## config.mk

```make
export PLATFORM = sky130hd
export DESIGN_NAME = hermes_switch_control
export DESIGN_NICKNAME = d
export VERILOG_FILES = /design/src/rtl/hermes_switch_control.sv
export SDC_FILE = /design/constraint.sdc
export NUM_CORES = 1
export LEC_CHECK = 0
export CORE_AREA = 2 2 97 99
export CTS_CLUSTER_DIAMETER = 30
export DETAILED_ROUTE_END_ITERATION = 7
export DIE_AREA = 0 0 99 101
export GPL_TIMING_DRIVEN = 1
export PLACE_DENSITY_LB_ADDON = 0.05
export SETUP_SLACK_MARGIN = 0.2
export SYNTH_ARGS = -nofsm -noshare
export SYNTH_HDL_FRONTEND = slang
export SYNTH_SLANG_ARGS = --single-unit
export TNS_END_PERCENT = 50
```

## constraint.sdc

```tcl
create_clock -name clk_i -period 4.89 [get_ports clk_i]
set_clock_uncertainty 0.15 [all_clocks]
set_input_delay 0.978 -clock clk_i [delete_from_list [all_inputs] [get_ports clk_i]]
set_output_delay 0.978 -clock clk_i [all_outputs]
set_load 0.05 [all_outputs]
```

## src/rtl/hermes_switch_control.sv

```systemverilog
// -----------------------------------------------------------------------------
// hermes_switch_control
// Routing and arbitration control for one Hermes mesh NoC router. Picks one
// pending header request by round-robin, computes its XY output port,
// allocates that output, and maintains the crossbar connection tables.
// An output is released on the falling edge of the owning input's sending_i.
//
// Ports:
//   clk_i      clock
//   rst_i      asynchronous active-high reset
//   req_i      per-input header request
//   header_i   per-input target address (upper half X, lower half Y)
//   sending_i  per-input "packet in flight" flag
//   ack_o      one-cycle grant pulse to the selected input
//   outport_o  per-input output port it drives (EAST=0..LOCAL=4)
//   inport_o   per-output input connected to it
//   out_en_o   per-output allocation valid
// -----------------------------------------------------------------------------
module hermes_switch_control #(
   parameter int                    NPORT      = 5,
   parameter int                    ADDR_WIDTH = 8,
   parameter logic [ADDR_WIDTH-1:0] ADDRESS    = 8'h00
) (
   input  logic                                  clk_i,
   input  logic                                  rst_i,
   input  logic [NPORT-1:0]                      req_i,
   input  logic [NPORT-1:0][ADDR_WIDTH-1:0]      header_i,
   input  logic [NPORT-1:0]                      sending_i,
   output logic [NPORT-1:0]                      ack_o,
   output logic [NPORT-1:0][2:0]                 outport_o,
   output logic [NPORT-1:0][2:0]                 inport_o,
   output logic [NPORT-1:0]                      out_en_o
);

   localparam logic [2:0] P_EAST  = 3'd0;
   localparam logic [2:0] P_WEST  = 3'd1;
   localparam logic [2:0] P_NORTH = 3'd2;
   localparam logic [2:0] P_SOUTH = 3'd3;
   localparam logic [2:0] P_LOCAL = 3'd4;

   localparam int HALF = ADDR_WIDTH / 2;
   localparam logic [HALF-1:0] LX = ADDRESS[ADDR_WIDTH-1:HALF];
   localparam logic [HALF-1:0] LY = ADDRESS[HALF-1:0];

   localparam logic [NPORT-1:0] ONE_HOT0 = {{(NPORT-1){1'b0}}, 1'b1};

   typedef enum logic [1:0] {
      S_IDLE  = 2'd0,
      S_ARB   = 2'd1,
      S_ROUTE = 2'd2,
      S_GRANT = 2'd3
   } state_t;

   state_t                  state_q;
   logic [2:0]              ptr_q;
   logic [2:0]              sel_q;
   logic [2:0]              tgt_q;
   logic [NPORT-1:0]        out_en_q;
   logic [NPORT-1:0]        out_en_d;
   logic [NPORT-1:0][2:0]   outport_q;
   logic [NPORT-1:0][2:0]   inport_q;
   logic [NPORT-1:0]        sending_q;

   logic [2:0]              pick_s;
   logic [2:0]              route_s;
   logic                    grant_s;
   logic [NPORT-1:0]        release_s;

   // First requester strictly after ptr, wrapping; returns ptr if none.
   function automatic logic [2:0] rr_pick(input logic [2:0] ptr,
                                          input logic [NPORT-1:0] req);
      logic [2:0] idx;
      logic       found;
      rr_pick = ptr;
      found   = 1'b0;
      for (int k = 1; k <= NPORT; k++) begin
         idx = 3'((32'(ptr) + k) % NPORT);
         if (!found && req[idx]) begin
            rr_pick = idx;
            found   = 1'b1;
         end else begin
            found   = found;
         end
      end
   endfunction

   // XY routing: resolve X first, then Y, else deliver locally.
   function automatic logic [2:0] xy_route(input logic [ADDR_WIDTH-1:0] hdr);
      logic [HALF-1:0] tx;
      logic [HALF-1:0] ty;
      tx = hdr[ADDR_WIDTH-1:HALF];
      ty = hdr[HALF-1:0];
      if (tx > LX) begin
         xy_route = P_EAST;
      end else if (tx < LX) begin
         xy_route = P_WEST;
      end else if (ty > LY) begin
         xy_route = P_NORTH;
      end else if (ty < LY) begin
         xy_route = P_SOUTH;
      end else begin
         xy_route = P_LOCAL;
      end
   endfunction

   assign pick_s  = rr_pick(ptr_q, req_i);
   assign route_s = xy_route(header_i[sel_q]);

   // Grant uses the pre-release allocation, so a same-edge release of the
   // target output refuses the grant; the request retries next round.
   assign grant_s = (state_q == S_GRANT) && req_i[sel_q] && !out_en_q[tgt_q];

   // Ack is combinational so an asynchronous reset removes it immediately.
   assign ack_o = grant_s ? (ONE_HOT0 << sel_q) : {NPORT{1'b0}};

   // Release detection: falling sending_i on an input that owns its output.
   always_comb begin
      release_s = {NPORT{1'b0}};
      for (int i = 0; i < NPORT; i++) begin
         if (sending_q[i] && !sending_i[i] &&
             out_en_q[outport_q[i]] && (inport_q[outport_q[i]] == 3'(i))) begin
            release_s[outport_q[i]] = 1'b1;
         end else begin
            release_s = release_s;
         end
      end
   end

   // Next allocation vector: releases clear, a grant sets its target bit.
   always_comb begin
      out_en_d = out_en_q & ~release_s;
      if (grant_s) begin
         out_en_d = out_en_d | (ONE_HOT0 << tgt_q);
      end else begin
         out_en_d = out_en_d;
      end
   end

   // Control FSM plus allocation and connection-table registers.
   always_ff @(posedge clk_i or posedge rst_i) begin
      if (rst_i) begin
         state_q   <= S_IDLE;
         ptr_q     <= P_LOCAL;
         sel_q     <= 3'd0;
         tgt_q     <= 3'd0;
         out_en_q  <= {NPORT{1'b0}};
         outport_q <= {NPORT{3'b000}};
         inport_q  <= {NPORT{3'b000}};
         sending_q <= {NPORT{1'b0}};
      end else begin
         sending_q <= sending_i;
         out_en_q  <= out_en_d;
         if (grant_s) begin
            outport_q[sel_q] <= tgt_q;
            inport_q[tgt_q]  <= sel_q;
         end else begin
            outport_q <= outport_q;
         end
         case (state_q)
            S_IDLE: begin
               if (|req_i) state_q <= S_ARB;
               else        state_q <= S_IDLE;
            end
            S_ARB: begin
               if (|req_i) begin
                  sel_q   <= pick_s;
                  ptr_q   <= pick_s;
                  state_q <= S_ROUTE;
               end else begin
                  state_q <= S_IDLE;
               end
            end
            S_ROUTE: begin
               tgt_q   <= route_s;
               state_q <= S_GRANT;
            end
            S_GRANT: begin
               state_q <= S_IDLE;
            end
            default: begin
               state_q <= S_IDLE;
            end
         endcase
      end
   end

   assign out_en_o  = out_en_q;
   assign outport_o = outport_q;
   assign inport_o  = inport_q;

endmodule

```

# Word-level counts from Yosys, hierarchy flattened
# Cells that the tools add are included.
[classes]
shifts = 2
eq_ne = 7
muxes = 75
addsub = 5
reduce_logical = 42
n_bitwise = 7
order_cmp = 23
div = 5
[ops]
columns = ["operator", "count"]
rows = [
  ["$mod 32x3->32 const B", 5],
  ["$lt 3x4->1 const B", 12],
  ["$mux 3", 16],
  ["$bmux 3 s3", 5],
  ["$bmux 1 s3", 12],
  ["$mux 5", 7],
  ["$bwmux 15", 2],
  ["$logic_and 1x1->1", 28],
  ["$or 5x5->5", 5],
  ["$bmux 8 s3", 1],
  ["$mux 1", 22],
  ["$ge 3x1->1 const B", 7],
  ["$demux 3 s3", 2],
  ["$demux 1 s3", 5],
  ["$logic_not 1->1", 10],
  ["$shl 1x3->5 const A", 2],
  ["$add 3x2->4 const B", 2],
  ["$add 3x3->4 const B", 2],
  ["$gt 4x1->1 const B", 2],
  ["$lt 4x1->1 const B", 2],
  ["$mux 8", 1],
  ["$pmux 2 s4", 1],
  ["$eq 3x2->1 const B", 2],
  ["$and 5x5->5", 1],
  ["11 further kinds", 12],
]
[word_totals]
input_bits = 52
wordCells = 182
output_inout_bits = 40
regBits = 51

# Depth between registers and ports, before layout
# Gate-level depths: netlist (run 1).
[depth]
word_depth = 17
depth_mapped = 21
mapped_depth_nobuf = 17

# Worst setup path before layout (run 1)
# No wires, ideal clock.
[synth_path]
path_type = "flip-flop to flip-flop"
from = "register ptr_q[0]"
to = "register sel_q[2]"
arrival_time_ns = 4.370
setup_time_ns = 0.134
slack_ns = 0.235
required_time_ns = 4.606
path_stages_with_launch = 19
synth_period_minus_slack_ns = 4.655
path_buffers = 5
path_cell_list = "dfrtp_1 buf_2 buf_2 inv_1 buf_2 ha_1 buf_4 xor2_2 buf_4 a311oi_1 nor2_1 ha_1 mux4_2 a21boi_0 mux2_4 or3_1 or3_1 a211oi_2 o31ai_1"
[synth_via]
elab_chain_len = 17
word_cells_on_any_way = 37
classes_between = "add/sub (5); div (5); mux (19); reduce/logical (8)"
[synth_lines]
columns = ["item", "line", "rtl"]
rows = [
  ["start: declaration", "55", "logic [2:0] ptr_q;"],
  ["start signal: assignment", "167", "ptr_q <= pick_s;"],
  ["$add 3x1->4", "77", "idx = 3'((32'(ptr) + k) % NPORT);"],
  ["$mod 32x3->32", "77", ""],
  ["$bmux 1 s3", "78", "if (!found && req[idx]) begin"],
  ["$mux 1 (implied by the code)", "78", ""],
  ["$mux 1", "78", ""],
  ["$logic_not 1->1", "78", ""],
  ["$logic_and 1x1->1", "78", ""],
  ["$mux 1", "78", ""],
  ["$logic_not 1->1", "78", ""],
  ["$logic_and 1x1->1", "78", ""],
  ["$mux 1", "78", ""],
  ["$logic_not 1->1", "78", ""],
  ["$logic_and 1x1->1", "78", ""],
  ["$mux 1", "78", ""],
  ["$logic_not 1->1", "78", ""],
  ["$logic_and 1x1->1", "78", ""],
  ["$mux 3 *", "78", ""],
  ["end signal: assignment", "166", "sel_q <= pick_s;"],
  ["end: declaration", "56", "logic [2:0] sel_q;"],
]
# Every way passes the cells marked *; elsewhere a longest branch is shown, timed or not. The select of a mux whose other input is x is not followed.
# A chain may end at the register's enable or synchronous reset.

# Final worst setup path (run 1)
[layout_path]
from = "register ptr_q[2]"
to = "register ptr_q[2]"
[layout_via]
elab_chain_len = 17
word_cells_on_any_way = 37
classes_between = "add/sub (5); div (5); mux (19); reduce/logical (8)"
[layout_lines]
columns = ["item", "line"]
rows = [
  ["$add 3x1->4", "77"],
  ["$mod 32x3->32", "77"],
  ["$bmux 1 s3", "78"],
  ["$mux 1 (implied by the code)", "78"],
  ["$mux 1", "78"],
  ["$logic_not 1->1", "78"],
  ["$logic_and 1x1->1", "78"],
  ["$mux 1", "78"],
  ["$logic_not 1->1", "78"],
  ["$logic_and 1x1->1", "78"],
  ["$mux 1", "78"],
  ["$logic_not 1->1", "78"],
  ["$logic_and 1x1->1", "78"],
  ["$mux 1", "78"],
  ["$logic_not 1->1", "78"],
  ["$logic_and 1x1->1", "78"],
  ["$mux 3 *", "78"],
]
# Marks and branches as above.

==> flow_summary.json, run 1 <==
{
  "outcome": "finished, final reports clean",
  "critPathBufInv": 1,
  "grt_overflow": 0,
  "htree_num_levels": 2,
  "drcViolationCount": 0,
  "grt_antenna_before_repair": 0,
  "grt_pass1_vias": 3891,
  "critical_path.max_fanout": 16,
  "drt_iter0_markers": 326,
  "first_pass_iters": 5,
  "fin_crit_ps": 4392,
  "p_int_w": 0.001959,
  "arrival_ps": 4410,
  "ys_seq_area_frac": 0.2143,
  "synth_top_family_by_area": "compound AO/OA/AOI/OAI gates",
  "cp-start-kind": "register",
  "p_comb_frac": 0.816,
  "finalHoldViolations": 0,
  "synth-seq-cells": 35,
  "final.setup.worst_slack_ps": 497.9,
  "path_cells": "ha_1 > a21oi_4 > inv_2 > nor2_1 > nor3_1 > nor2_1 > ha_1 > mux4_2 > a21boi_0 > mux2_4 > or3_1 > or3_1 > a211oi_2 > o32ai_2",
  "tightestPinTransition_ps": 815.3,
  "met2_length_um": 6062,
  "initial_core_util": 0.4559,
  "postSynthCellCount": 469,
  "grt_max_degree": 36,
  "ir_worst_vdd_v": 0.0006439,
  "core_area_sq_um": 8977,
  "clockPowerShare": 0.053,
  "fin_setup_tns_ps": 0,
  "cts_tree": "yes",
  "drtAntennaViolNets": 0,
  "synth.avg_cell_area_sq_um": 8.726,
  "syn_to_final_growth_pct": 25.25,
  "routedWlPerCell_um": 17.82,
  "synth-simple-area-share": 0.2449,
  "power.switching_w": 0.002364,
  "diodes": 0,
  "holdWs_ps": 341.0,
  "hold_path_class": "reg2reg",
  "p_per_area_nw_per_um2": 843.2,
  "dp_slack_ps": 190.4,
  "io_pins": 92,
  "viasPerCell": 5.982,
  "drive_above_1_share": 0.1877,
  "p_seq_frac": 0.131,
  "clock_tree.root_cell": "clkbuf_8",
  "cts_hold_buf": 0,
  "rsz0062_at_grt": "no",
  "syn_area_sq_um": 4093,
  "nets": 631,
  "drt-met1-wl_um": 5067,
  "grt_first_pass_wirelength_um": 19440,
  "clkTransAtPathRegs_ps": 70,
  "fp.dieW_um": 99,
  "synthAdderAreaFrac": 0.07949,
  "end_kind": "register",
  "p_leak_nw": 2.092,
  "synth_compound_area_frac": 0.2492,
  "drt_wl_total_um": 11850,
  "rows": 35,
  "setup_viol": 0,
  "synth-edff-count": 0,
  "synthMuxAreaShare": 0.09814,
  "synth_xor_area_frac": 0.03455,
  "cts_buffer_depth": 2,
  "period_share": 0.8982,
  "async_reset_ff_frac": 1.000,
  "critPathRequiredTime_ps": 4910,
  "portBuffers": 78,
  "max_freq_mhz": 227.7,
  "cap_violations": 0,
  "dr.max_layer_used": "met4",
  "place.gp.congestion": 0.9466,
  "yosys_warnings": 0,
  "dpl.hpwl_um": 9096,
  "critPathSlowestCell": "dfstp_4",
  "vias": 3978,
  "dr_wl_met3_um": 479,
  "die_h_um": 101,
  "max-slew-margin-rel": 0.4553,
  "slew_violations": 0,
  "worstSetupPathType": "reg2reg",
  "cts-buffers-inserted": 5,
  "numClockSinks": 35,
  "synth-main-ff-cell": "dfrtp_1",
  "max_stage_delay_ps": 730,
  "clock_latency_ps": 280,
  "dieArea_sq_um": 9999,
  "netSwitchingFraction": 0.5468,
  "critPathTopFamily": "simple AND/OR/NAND/NOR gates",
  "ys_types": 91,
  "grtUsageTotal": 0.2402
}
[worst register-to-register path, cell delays in order (launching register included)]
cell      delay (ps)
dfstp_4          730
ha_1             340
a21oi_4          130
inv_2            150
nor2_1            80
nor3_1           270
nor2_1           130
ha_1             330
mux4_2           320
a21boi_0         150
mux2_4           310
or3_1            340
or3_1            390
a211oi_2         300
o32ai_2          140
[cell type report]
type	instances	area (sq um)
tap	111	138.9
clock buffer	8	100.1
fill	830	3851
inverter	26	101.3
timing repair buffer	101	940.9
multi-input combinational	384	2964
sequential	35	880.8
[cells by family (layout without fill, tap and decap cells)]
| logic type | Yosys count | after routing |
|---|---|---|
| AOI/OAI and AO/OA | 128 | 128 |
| xor gates and xnor gates | 11 | 11 |
| adders and majority gates | 26 | 26 |
| buffers and inverters | 62 | 135 |
| DFF | 35 | 35 |
| muxes | 32 | 32 |
| other | 1 | 13 |
| and+or+nand+nor | 174 | 174 |
[per-stage QoR]
step / std cells / instance area [sq um] / utilization / power [W]
after global routing: 665 / 5126 / 0.5710 / 0.004653
after detailed placement: 652 / 4956 / 0.5521 / 0.003998
after global placement: 652 / 4956 / 0.5521 / 0.003945
final: 665 / 5126 / 0.5710 / 0.004322
after floorplan: 481 / 4138 / - / 0.003184
after CTS: 660 / 5059 / 0.5635 / 0.004238
[synth_stat cells, drive strengths merged, types with 3 or more instances]
master / number / area, sq um
nand2b: 12 / 75.07
a221oi: 5 / 43.79
xnor2: 10 / 125.1
nor3: 18 / 95.09
mux4: 3 / 67.56
o311ai: 4 / 42.55
ha: 26 / 325.3
a21o: 3 / 30.02
a211oi: 6 / 55.05
o32ai: 3 / 52.56
mux2: 22 / 251.5
mux2i: 7 / 82.58
nand2: 27 / 101.4
nor4b: 8 / 82.58
nor4: 18 / 127.6
o41ai: 4 / 42.55
a21oi: 31 / 177.7
a22oi: 3 / 27.52
nor2: 28 / 105.1
a2111oi: 4 / 60.06
o21a: 3 / 22.52
nand4: 7 / 43.79
a31oi: 7 / 43.79
dfrtp: 34 / 850.8
or3: 3 / 18.77
and2: 9 / 56.30
a21boi: 3 / 26.28
o31ai: 3 / 22.52
o211ai: 5 / 42.54
inv: 25 / 93.84
a211o: 3 / 26.28
clkbuf: 6 / 22.52
o21ai: 19 / 102.6
o22ai: 3 / 25.02
and3: 8 / 50.05
nor2b: 7 / 43.79
nor3b: 9 / 72.57
nand3: 10 / 50.05
buf: 30 / 201.5
[flip-flops by register name (all words and copies together), names as in the netlist, named ones only]
name and flops:
inport_o 9, out_en_o 3, outport_o 10, ptr_q 3, sel_q 1, sending_q 5
state_q 1, tgt_q 2
[path summary, 6_finish.rpt]
check                      startpoint      endpoint  slack, ps  cells after the start
hold reg to reg            state_q[0]    state_q[0]        340                      1
max in group asynchronous       rst_i      ptr_q[2]       3290                      3
setup / recovery             ptr_q[2]      ptr_q[2]        500                     14
setup reg to reg             ptr_q[2]      ptr_q[2]        500                     14
hold / removal             state_q[0]    state_q[0]        340                      1
min in group asynchronous       rst_i  sending_q[2]        940                      3
[power groups by stage]
stage                     sequential (W)  combinational [W]  clock (W)
after floorplan                 0.000760            0.00242          0
after global placement          0.000579            0.00337          0
after detailed placement        0.000579            0.00342          0
after CTS                       0.000574            0.00343   0.000235
after global routing            0.000594            0.00381   0.000247
final                           0.000568            0.00353   0.000227
[layer usage]
layer / global-route usage / vias to the layer above
met3: 0.02288 / 15
met2: 0.4288 / 112
met1: 0.3034 / 1920
met5: 0 / -
met4: 0.08219 / 0
li1: - / 1931
[layout by cell type, fill, tap and decap left out, drive strengths merged, types with 4 or more instances in the layout]
master         synthesis  layout
ha                    26      26
nand3                 10      10
mux2                  22      22
inv                   25      25
o311ai                 4       4
o41ai                  4       4
o21ai                 19      19
a221oi                 5       5
and3                   8       8
a31oi                  7       7
clkdlybuf4s50          0      73
and2                   9       9
nor2b                  7       7
conb                   1      13
a2111oi                4       4
o211ai                 5       5
clkbuf                 6       8
nor3b                  9       9
dfrtp                 34      34
xnor2                 10      10
mux2i                  7       7
a211oi                 6       6
nand2                 27      27
nor4                  18      18
nand4                  7       7
buf                   30      28
nor2                  28      28
nor3                  18      18
nand2b                12      12
nor4b                  8       8
a21oi                 31      31
[what timing repair did]
item	in CTS	in global routing
pin swaps	0	2
cloned	0	0
setup buffers	0	5
gates resized for setup	1	5
setup endpoints to repair	1	4
hold endpoints to repair	0	0
Power figures use the tool's default switching activity.
==> run 2, diff against run 1 <==
- CORE_AREA: 2 2 97 99 -> 3 3 91 93
- DIE_AREA: 0 0 99 101 -> 0 0 94 96
- DONT_BUFFER_PORTS: unset -> 1
- MAX_ROUTING_LAYER: unset -> met4
==> flow_summary.json, run 2 (same netlist as run 1, synthesis figures left out) <==
{
  "initial_core_util": 0.5380,
  "first_pass_iters": 4,
  "max-slew-margin-rel": 0.5423,
  "cts_buffer_depth": 2,
  "finalHoldViolations": 0,
  "drtAntennaViolNets": 0,
  "diodes": 0,
  "clock_latency_ps": 280,
  "fp.dieW_um": 94,
  "critPathBufInv": 2,
  "max_freq_mhz": 227.5,
  "place.gp.congestion": 0.9188,
  "fin_setup_tns_ps": 0,
  "drt_iter0_markers": 185,
  "cts_tree": "yes",
  "cap_violations": 0,
  "grt_first_pass_wirelength_um": 18040,
  "core_area_sq_um": 7607,
  "drive_above_1_share": 0.1857,
  "routedWlPerCell_um": 19.98,
  "grt_pass1_vias": 3690,
  "dpl.hpwl_um": 8632,
  "viasPerCell": 6.407,
  "rows": 32,
  "die_h_um": 96,
  "tightestPinTransition_ps": 686.6,
  "slew_violations": 0,
  "rsz0062_at_grt": "no",
  "htree_num_levels": 2,
  "drcViolationCount": 0,
  "layout_common_cells": "dfrtp_1, nor2_1, a21oi_1, nand2_1, ha_1",
  "numClockSinks": 35,
  "syn_to_final_growth_pct": 3.760,
  "worstSetupPathType": "reg2reg",
  "clkTransAtPathRegs_ps": 90,
  "portBuffers": 0,
  "critPathTopFamily": "simple AND/OR/NAND/NOR gates",
  "critPathSlowestCell": "dfstp_4",
  "max_stage_delay_ps": 730,
  "io_pins": 92,
  "hold_path_class": "in2async",
  "largest_reg_flops": 10,
  "vias": 3620,
  "fillCellCount": 750,
  "setup_viol": 0,
  "arrival_ps": 4420,
  "critical_path.max_fanout": 14,
  "grt_max_degree": 41,
  "end_kind": "register",
  "outcome": "finished, final reports clean",
  "period_share": 0.8989,
  "grt_overflow": 0,
  "nets": 540,
  "final_common_cell": "dfrtp_1",
  "grtUsageTotal": 0.2583,
  "clock_tree.root_cell": "clkbuf_8",
  "dieArea_sq_um": 9024,
  "path_cells": "ha_2 > a21oi_4 > inv_2 > nor2_1 > nor3_1 > nor2_1 > ha_1 > inv_1 > nor3_1 > a21oi_2 > o311ai_2 > mux2_4 > or3_1 > or3_1 > a211oi_2 > o32ai_1",
  "critPathRequiredTime_ps": 4910,
  "cp-start-kind": "register",
  "grt_antenna_before_repair": 0,
  "cts-buffers-inserted": 5,
  "drt_wl_total_um": 11290,
  "fin_crit_ps": 4396
}
-- run 2: cell types whose count changed in the layout (fill, tap and decap cells not counted), sizes merged --
cell	delta
clkinv	+2
clkdlybuf4s50	-73
buf	-18
clkbuf	-2
clkinvlp	-1
bufinv	+1
-- run 2: metrics by stage --
step                      setup WS (ps)    util  area (sq um)  hold WS (ps)  instances
after global placement            402.3  0.5411          4116         324.3        557
after detailed placement          291.8  0.5411          4116         330.6        557
after floorplan                   235.4       -          4138         295.9        481
after CTS                         273.3  0.5566          4234         341.2        565
final                             494.2  0.5582          4247         342.5        565
after global routing              196.1  0.5582          4247         351.2        565
-- run 2: layout make-up --
cell class	count	area, sq um	share of cell area
clock buffers	6	82.58	0.01945
well taps	102	127.6	0.03005
multi-input cells	384	2947	0.6939
inverters	26	97.59	0.02298
clock inverters	2	35.03	0.008250
flip-flops and latches	35	882.1	0.2077
repair buffers	10	75.07	0.01768
-- run 2: per-layer routing --
metal,up-vias,wire [um],GRT usage
li1,1743,-,-
met3,22,435,0.02111
met5,-,0,-
met1,1754,4711,0.2892
met4,0,356,0.1023
met2,101,5783,0.4766
-- run 2: what timing repair did --
item	CTS	global route
gates resized for setup	0	5
setup endpoints to repair	0	4
endpoints found under the hold margin	0	0
hold buffers	0	0
setup buffers	0	0
-- run 2: final timing paths --
path                                end  slack, ps  startpoint  cells past startpoint
max in group asynchronous      ptr_q[2]       3520       rst_i                      2
min in group clk_i           state_q[0]        340  state_q[0]                      1
hold / removal             sending_q[2]        340       rst_i                      1
setup / recovery               ptr_q[2]        490    ptr_q[2]                     16
hold reg to reg              state_q[0]        340  state_q[0]                      1
setup reg to reg               ptr_q[2]        490    ptr_q[2]                     16
Power of run 2 is left out: the tool's default activity adds up to more than one toggle a clock period on the data nets, which glitch-free logic cannot reach.
